### src/rtl/acc_pkg.sv
// Shared accelerator definitions: scheduler state encoding, default widths and
// CONFIG/STAT register bit positions used by the register file.
package acc_pkg;

    localparam int ADDR_W_DEF  = 12;
    localparam int OADDR_W_DEF = 13;
    localparam int CNT_W_DEF   = 8;
    localparam int TMO_W_DEF   = 16;

    typedef enum logic [2:0] {
        IDLE,
        START,
        WAIT,
        NEXT,
        FIN
    } sched_state_t;

    // CONFIG register
    localparam int CFG_START_BIT = 0;
    localparam int CFG_ABORT_BIT = 1;

    // STAT register
    localparam int STAT_BUSY_BIT = 0;
    localparam int STAT_DONE_BIT = 1;
    localparam int STAT_ERR_BIT  = 2;

endpackage

### src/rtl/sa_tile_addr_gen.sv
// Tile walker: latches the job geometry on init and advances row-major tile
// indices plus the row/col/output address accumulators on each step.
module sa_tile_addr_gen
    import acc_pkg::*;
#(
    parameter int ADDR_W  = ADDR_W_DEF,
    parameter int OADDR_W = OADDR_W_DEF,
    parameter int CNT_W   = CNT_W_DEF
) (
    input  logic               clk,
    input  logic               rst_n,
    input  logic               init,
    input  logic               step,
    input  logic [ADDR_W-1:0]  cfg_row_base,
    input  logic [ADDR_W-1:0]  cfg_col_base,
    input  logic [ADDR_W-1:0]  cfg_row_stride,
    input  logic [ADDR_W-1:0]  cfg_col_stride,
    input  logic [OADDR_W-1:0] cfg_out_base,
    input  logic [OADDR_W-1:0] cfg_out_stride,
    input  logic [CNT_W-1:0]   cfg_row_tiles,
    input  logic [CNT_W-1:0]   cfg_col_tiles,
    output logic [ADDR_W-1:0]  row_addr,
    output logic [ADDR_W-1:0]  col_addr,
    output logic [OADDR_W-1:0] out_addr,
    output logic [CNT_W-1:0]   row_idx,
    output logic [CNT_W-1:0]   col_idx,
    output logic               last_tile
);

    logic [ADDR_W-1:0]  col_base_q, row_stride_q, col_stride_q;
    logic [OADDR_W-1:0] out_stride_q;
    logic [CNT_W-1:0]   row_last_q, col_last_q;
    logic               last_col, last_row;

    assign last_col  = (col_idx == col_last_q);
    assign last_row  = (row_idx == row_last_q);
    assign last_tile = last_col && last_row;

    // Sums wrap modulo 2^width by construction.
    always_ff @(posedge clk or negedge rst_n) begin
        if (!rst_n) begin
            row_addr     <= '0;
            col_addr     <= '0;
            out_addr     <= '0;
            row_idx      <= '0;
            col_idx      <= '0;
            col_base_q   <= '0;
            row_stride_q <= '0;
            col_stride_q <= '0;
            out_stride_q <= '0;
            row_last_q   <= '0;
            col_last_q   <= '0;
        end else if (init) begin
            row_addr     <= cfg_row_base;
            col_addr     <= cfg_col_base;
            out_addr     <= cfg_out_base;
            row_idx      <= '0;
            col_idx      <= '0;
            col_base_q   <= cfg_col_base;
            row_stride_q <= cfg_row_stride;
            col_stride_q <= cfg_col_stride;
            out_stride_q <= cfg_out_stride;
            row_last_q   <= cfg_row_tiles - 1'b1;
            col_last_q   <= cfg_col_tiles - 1'b1;
        end else if (step) begin
            if (!last_col) begin
                col_idx  <= col_idx + 1'b1;
                col_addr <= col_addr + col_stride_q;
                out_addr <= out_addr + out_stride_q;
            end else if (!last_row) begin
                row_idx  <= row_idx + 1'b1;
                col_idx  <= '0;
                row_addr <= row_addr + row_stride_q;
                col_addr <= col_base_q;
                out_addr <= out_addr + out_stride_q;
            end
        end
    end

endmodule

### src/rtl/sa_tile_sched.sv
// Tiled-job sequencer for the systolic-array core: one software command walks
// every tile, pulses SA start per tile and guards each tile with a watchdog.
module sa_tile_sched
    import acc_pkg::*;
#(
    parameter int ADDR_W  = ADDR_W_DEF,
    parameter int OADDR_W = OADDR_W_DEF,
    parameter int CNT_W   = CNT_W_DEF,
    parameter int TMO_W   = TMO_W_DEF
) (
    input  logic               clk,
    input  logic               rst_n,
    input  logic               cfg_start,
    input  logic               cfg_abort,
    input  logic [ADDR_W-1:0]  cfg_row_base,
    input  logic [ADDR_W-1:0]  cfg_col_base,
    input  logic [ADDR_W-1:0]  cfg_row_stride,
    input  logic [ADDR_W-1:0]  cfg_col_stride,
    input  logic [OADDR_W-1:0] cfg_out_base,
    input  logic [OADDR_W-1:0] cfg_out_stride,
    input  logic [CNT_W-1:0]   cfg_row_tiles,
    input  logic [CNT_W-1:0]   cfg_col_tiles,
    output logic               sa_start,
    input  logic               sa_done,
    output logic [ADDR_W-1:0]  calc_row_addr,
    output logic [ADDR_W-1:0]  calc_col_addr,
    output logic [OADDR_W-1:0] out_addr,
    output logic [CNT_W-1:0]   tile_row_idx,
    output logic [CNT_W-1:0]   tile_col_idx,
    output logic               busy,
    output logic               done,
    output logic               done_pulse,
    output logic               err
);

    // Expiry is flagged on the edge the counter would reach all-ones.
    localparam logic [TMO_W-1:0] WDOG_LIM = {TMO_W{1'b1}} - 1'b1;

    sched_state_t     state;
    logic [TMO_W-1:0] wdog;
    logic             cnt_ok, launch, step, last_tile;

    assign cnt_ok = (cfg_row_tiles != '0) && (cfg_col_tiles != '0);
    assign launch = (state == IDLE) && cfg_start && !cfg_abort && cnt_ok;
    assign step   = (state == NEXT) && !cfg_abort;

    sa_tile_addr_gen #(
        .ADDR_W  (ADDR_W),
        .OADDR_W (OADDR_W),
        .CNT_W   (CNT_W)
    ) u_addr_gen (
        .clk            (clk),
        .rst_n          (rst_n),
        .init           (launch),
        .step           (step),
        .cfg_row_base   (cfg_row_base),
        .cfg_col_base   (cfg_col_base),
        .cfg_row_stride (cfg_row_stride),
        .cfg_col_stride (cfg_col_stride),
        .cfg_out_base   (cfg_out_base),
        .cfg_out_stride (cfg_out_stride),
        .cfg_row_tiles  (cfg_row_tiles),
        .cfg_col_tiles  (cfg_col_tiles),
        .row_addr       (calc_row_addr),
        .col_addr       (calc_col_addr),
        .out_addr       (out_addr),
        .row_idx        (tile_row_idx),
        .col_idx        (tile_col_idx),
        .last_tile      (last_tile)
    );

    always_ff @(posedge clk or negedge rst_n) begin
        if (!rst_n) begin
            state      <= IDLE;
            wdog       <= '0;
            sa_start   <= 1'b0;
            busy       <= 1'b0;
            done       <= 1'b0;
            done_pulse <= 1'b0;
            err        <= 1'b0;
        end else begin
            sa_start   <= 1'b0;
            done_pulse <= 1'b0;
            if (cfg_abort && state != IDLE) begin
                state <= IDLE;
                busy  <= 1'b0;
            end else begin
                case (state)
                    IDLE: begin
                        if (launch) begin
                            state    <= START;
                            busy     <= 1'b1;
                            sa_start <= 1'b1;
                            done     <= 1'b0;
                            err      <= 1'b0;
                        end else if (cfg_start && !cfg_abort) begin
                            err <= 1'b1;
                        end
                    end
                    START: begin
                        wdog  <= '0;
                        state <= WAIT;
                    end
                    WAIT: begin
                        // sa_done takes priority over a coincident expiry
                        if (sa_done) begin
                            state <= NEXT;
                        end else if (wdog == WDOG_LIM) begin
                            err   <= 1'b1;
                            busy  <= 1'b0;
                            state <= IDLE;
                        end else begin
                            wdog <= wdog + 1'b1;
                        end
                    end
                    NEXT: begin
                        if (last_tile) begin
                            state      <= FIN;
                            done_pulse <= 1'b1;
                            done       <= 1'b1;
                        end else begin
                            state    <= START;
                            sa_start <= 1'b1;
                        end
                    end
                    FIN: begin
                        state <= IDLE;
                        busy  <= 1'b0;
                    end
                    default: begin
                        state <= IDLE;
                        busy  <= 1'b0;
                    end
                endcase
            end
        end
    end

endmodule

### config.mk
export PLATFORM = sky130hd
export DESIGN_NAME = sa_tile_sched
export DESIGN_NICKNAME = d
export VERILOG_FILES = /design/src/rtl/acc_pkg.sv /design/src/rtl/sa_tile_addr_gen.sv /design/src/rtl/sa_tile_sched.sv
export SDC_FILE = /design/constraint.sdc
export NUM_CORES = 1
export LEC_CHECK = 0
export CAP_MARGIN = 5
export CORE_AREA = 2 2 129 131
export CTS_CLUSTER_DIAMETER = 50
export DETAILED_ROUTE_END_ITERATION = 16
export DIE_AREA = 0 0 131 133
export PLACE_DENSITY = 0.87
export RECOVER_POWER = 100
export SETUP_SLACK_MARGIN = 0.2
export SYNTH_ARGS = -nofsm -noshare
export SYNTH_HDL_FRONTEND = slang
export SYNTH_SLANG_ARGS = --single-unit
### constraint.sdc
create_clock -name clk -period 2.85 [get_ports clk]
set_clock_uncertainty 0.05 [all_clocks]
set_input_delay 0.57 -clock clk [delete_from_list [all_inputs] [get_ports clk]]
set_output_delay 0.57 -clock clk [all_outputs]
set_load 0.02 [all_outputs]
Yosys cells after proc, flatten, opt, wreduce, memory -nomap -nowiden. Cells that the tools add are included.

Muxes and demuxes: 49. Equality and inequality tests: 19. Bitwise operators: 1. Add/subtract/negate cells: 8. Reduce and logical (&&, ||, !) cells: 26.

Operators with widths (count): $mux W12 (8); $mux W8 (8); $mux W13 (4); $mux W16 (2); $pmux W16 S2 (1); $add A12 B12 Y12 (2); $add A16 B1 Y16 const B (1); $add A8 B1 Y8 const B (2); $eq A16 B16 Y1 const B (1); $eq A8 B8 Y1 (2); $mux W1 (16); $reduce_bool A8 Y1 (2); $sub A8 B1 Y8 const B (2); $mux W3 (5); $add A13 B13 Y13 (1); $ne A2 B2 Y1 const B (6); $pmux W3 S4 (1); $reduce_and A4 Y1 (3); $reduce_bool A2 Y1 (5); $ne A3 B3 Y1 const B (3); $logic_and A1 B1 Y1 (8); $eq A3 B2 Y1 const B (2); $ne A3 B2 Y1 const B (2); $pmux W1 S2 (3); other kinds (12) (13).

Bits in registers: 142. Logic and storage cells: 121. Bits of input ports: 95.

Logic depth before layout (Yosys ltp).
Word-level depth: 7. Mapped depth: 10. Gate-level depth less buffers: 9.

Cells and area by module. A second synthesis with hierarchy kept.

Cell total of the unflattened synthesis: 849. Area, all modules: 8349.3 sq um.

By module, submodules not included: sa_tile_addr_gen (cells an instance 695, instances 1, area each 6969.2 sq um); sa_tile_sched (cells an instance 154, instances 1, area each 1380.1 sq um).

Worst setup path before layout. Ideal clock, no wire load.

Kind: flip-flop to flip-flop. From: register u_addr_gen.col_addr[0]. To: register u_addr_gen.col_addr[8]. Setup time: 126 ps. Buffers on the path: 0. Period minus slack after synthesis: 2387 ps. Slack: 463 ps. Stages on the path, launching flop included: 10. Data arrival time: 2210 ps. Cell sequence: dfrtp_1 > ha_1 > inv_1 > fa_1 > nor2b_1 > o31a_1 > or2_2 > a41o_1 > xor2_1 > a221o_1.

Cells in the longest elaborated chain, start to end: 4.

RTL lines: start: declaration (line sa_tile_addr_gen.sv:23) `output logic [ADDR_W-1:0] col_addr,`; start signal: assignment (line sa_tile_addr_gen.sv:55) `col_addr <= cfg_col_base;`; start signal: assignment (line sa_tile_addr_gen.sv:68) `col_addr <= col_addr + col_stride_q;`; start signal: assignment (line sa_tile_addr_gen.sv:74) `col_addr <= col_base_q;`; $add A12 B12 Y12 (line sa_tile_addr_gen.sv:68); $mux W12 (line sa_tile_addr_gen.sv:66) `if (!last_col) begin`; $mux W12 (line sa_tile_addr_gen.sv:65) `end else if (step) begin`; $mux W12 (line sa_tile_addr_gen.sv:53) `end else if (init) begin`.

No other way between the ends. The select of a mux whose other input is x is not followed. A chain may end at the register's enable or synchronous reset.

Worst setup path after layout.
From: input cfg_row_tiles[0]. To: register u_addr_gen.row_last_q[4].

Cells in the longest elaborated chain, start to end: 3. Elaborated cells between the ends (all ways): 4.

RTL lines: start: declaration (line sa_tile_sched.sv:21) `input logic [CNT_W-1:0] cfg_row_tiles,`; parallel branches: the longest is 3 deep, another holds $sub A8 B1 Y8; end signal: assignment (line sa_tile_addr_gen.sv:63) `row_last_q <= cfg_row_tiles - 1'b1;`; end: declaration (line sa_tile_addr_gen.sv:32) `logic [CNT_W-1:0] row_last_q, col_last_q;`.

Parallel ways; which one is timed is not known.

==> flow_summary_export.csv <==
group,metric,value,unit
place,place_ws,-0.177,ns
synth,synthCells,922,
run_status,violations,"capacitance limit, slew limit",
global_route,grt_max_degree,64,
detailed_routing,route.vias.total,7589,
global_route,track_usage,0.272,
floorplan,rows,47,
detailed_routing,drc,0,
floorplan,ios,153,
synth,synth_cell_types,77,
place,dp_hpwl,16.4,mm
worst_setup_path,end_kind,"flip-flop",
synth,yosysTopAreaCell,"dfrtp_1",
power,ir_drop,0.000723,V
global_route,overflow,0,
worst_setup_path,cp_top_family,"buffers and inverters",
synth,async_flop_share,1.00,
synth,yosysSeqAreaShare,0.426,
place,dpl_cell_area,0.0104,mm2
global_route,grt_use_met3,0.0619,
sta,layout_setup_ws,0.206,ns
run_status,outcome,"complete, but fails checks",
clocking,cts_buffers,17,
power,p_per_area,1080,mW/mm2
worst_setup_path,cpMaxStageDelayCell,"or3b_2",
layout,syn_to_final_growth,32.1,%
worst_setup_path,path_buf_inv,4,
sta,maxSlewViolCount,64,
sta,max_slew_margin,-0.0736,
worst_hold_path,hold_path_class,"reg -> reg",
synth,synthTopCellsByArea,"dfrtp_1 (43%), nand2_1 (9.2%), ha_1 (6.2%), xnor2_1 (3.8%), o21ai_0 (3.3%)",
place,port_buffers,152,
place,gp_routability_congestion,0.881,
layout,final_area,0.0110,mm2
floorplan,initial_core_util,0.516,
global_route,met1_usage,0.358,
synth,synth_top_area_frac,0.426,
worst_setup_path,reg2reg_to,"u_addr_gen.col_addr[1]",
global_route,gr-max-usage-layer,"met2",
worst_setup_path,cp_cell_sequence,"clkdlybuf4s50_1 > inv_1 > ha_1 > or3b_2 > nor3_4 > a211o_2 > buf_4 > clkbuf_1 > o21ai_0",
global_route,grt_pass1_wl,37.6,mm
synth,syn-num-nets,1061,
worst_setup_path,r2r_start,"u_addr_gen.row_idx[5]",
worst_setup_path,crit_required,3.09,ns
power,p_total,11.8,mW
sta,setup_viol,0,
sta,max_freq,378,MHz
synth,synth_seq_cells,142,
layout,stdcell_count,1336,
synth,synth_top_flop_cell,"dfrtp_1",
layout,drive_above_1_share,0.0914,
synth,syn_avg_cell_area,9.05,um2
worst_setup_path,r2r_slack,0.26,ns
global_route,antenna_found_initial,0,
sta,hold_ws,0.421,ns
sta,fin_crit,2.64,ns
power,power.leakage,5.06,nW
sta,rsz0062_at_grt,"yes",
synth,syn-cell-area,0.00834,mm2
place,dp_cells,1301,
floorplan,dieHeight,133,um
layout,final_core_util,0.681,
clocking,clk_latency,0.43,ns
worst_setup_path,arrival,2.88,ns
clocking,cts_tree,"yes",
worst_setup_path,startpoint_type,"primary input",
clocking,cts.clk_slew.worst_paths,0.06,ns
detailed_routing,dr.pass1.iters,5,
detailed_routing,routed_wirelength,22.9,mm
global_route,use_met2,0.453,
worst_hold_path,hold_start,"u_addr_gen.col_base_q[11]",
clocking,root_buffer,"clkbuf_16",
floorplan,die_w,131,um
detailed_routing,via_per_inst,5.68,
run,maxCapViolCount,1,
layout,antenna_cells,0,
synth,synth_edf_count,0,
detailed_routing,postRouteAntennaNets,0,
layout,fin_nets,1242,
clocking,clock_path_buffers,2,
sta,final-hold-violation-count,0,
floorplan,die_area,0.0174,mm2
synth,yosysWarnings,0,
sta,fin_setup_tns,0,ns
worst_hold_path,hold_depth,2,
sta,tightest_slew,1.61,ns
global_route,grt_pass1_vias,7724,
clocking,cts_sinks,142,
worst_setup_path,startpoint,"cfg_row_tiles[0]",
sta,fin_crit_sh,0.928,
clocking,htreeDepth,4,
worst_setup_path,cpPeakStageDelay,0.51,ns
clocking,cts_hold_buffers,0,
floorplan,core_area,0.0162,mm2
worst_setup_path,path_max_fanout,6,
worst_setup_path,worstSetupPathType,"in -> reg",
worst_hold_path,worstHoldEndpoint,"u_addr_gen.col_base_q[11]",
detailed_routing,dr.first_iter.drc_count,691,
detailed_routing,wl_per_cell,17.2,um
worst_setup_path,rr_worst_depth,8,
## per-layer routing
layer	part of all wire	vias to the layer above
met5	0	-
met4	0.017	0
met3	0.063	36
met2	0.50	274
met1	0.42	3657
li1	-	3622
## flip-flops by register name, indices dropped and copies added, names as in the netlist
register,flops
wdog,16
done_pulse,1
u_addr_gen.row_addr,12
err,1
u_addr_gen.col_stride_q,12
done,1
u_addr_gen.col_base_q,12
u_addr_gen.row_stride_q,12
u_addr_gen.col_idx,8
busy,1
u_addr_gen.row_idx,8
state,3
u_addr_gen.out_stride_q,13
u_addr_gen.col_addr,12
u_addr_gen.row_last_q,8
sa_start,1
u_addr_gen.col_last_q,8
u_addr_gen.out_addr,13
## worst max path at each step
stage,endpoint,cells after the start
2_1_floorplan,u_addr_gen.col_addr[8],9
5_1_grt,u_addr_gen.row_last_q[2],10
3_3_place_gp,u_addr_gen.col_addr[6],9
4_1_cts,u_addr_gen.col_addr[6],9
6_report,u_addr_gen.row_last_q[4],9
3_5_place_dp,u_addr_gen.col_addr[6],9
## placed cells by master, fill, tap and decap left out, types with 17 or more instances in the layout
cell type        Yosys  final
nand2_1            204    204
dfrtp_1            142    142
clkdlybuf4s50_1      0     93
nor2_1              62     62
o21ai_0             55     59
dlygate4sd3_1        0     58
a21oi_1             46     46
ha_1                41     41
xnor2_1             36     36
xor2_1              29     29
buf_4                3     28
inv_1               26     26
nand3_1             24     24
nor3_1              20     20
clkbuf_16            0     17
## power by group
| part | switching (mW) | total, mW | leakage, nW | internal, mW |
|---|---|---|---|---|
| clock | 0.890 | 2.49 | 0.312 | 1.60 |
| sequential | 0.682 | 3.46 | 1.79 | 2.78 |
| combinational | 3.27 | 5.89 | 2.97 | 2.62 |
## timing repair
action / 4_1_cts / 5_1_grt
setup endpoints to repair: 0 / 18
setup buffers: 0 / 2
gates resized for setup: 0 / 3
## final cells by class
class                           instances  area, um2
Timing Repair Buffer                  201       1940
Inverter                               27        101
Clock inverter                         13        211
Tap cell                              220        275
Multi-Input combinational cell        714       4480
Fill cell                            1220       5160
Clock buffer                           19        453
Sequential cell                       142       3550
## cell families after synthesis
logic type | count (synthesis) | synth area share
AOI/OAI and AO/OA | 217 | 0.175
xor gates and xnor gates | 65 | 0.0683
adders and majority gates | 44 | 0.0687
buffers and inverters | 67 | 0.0383
DFF | 142 | 0.426
muxes | 11 | 0.0134
and+or+nand+nor | 376 | 0.210
## tightest hold or removal path: stages, from the launching register on
cell and delay, ns:
dfrtp_1 0.34, nand2_1 0.05, nand2_1 0.05
## synthesized netlist by cell type, drive strengths merged (12+ instances only)
library cell  count
xor2             29
buf              28
a22oi            12
xnor2            36
a31oi            13
nand3            25
clkbuf           12
a21oi            47
ha               41
nor2             63
o21ai            59
nor3             22
a21o             13
dfrtp           142
nand2           204
inv              27
(Power assumes the default switching activity.)
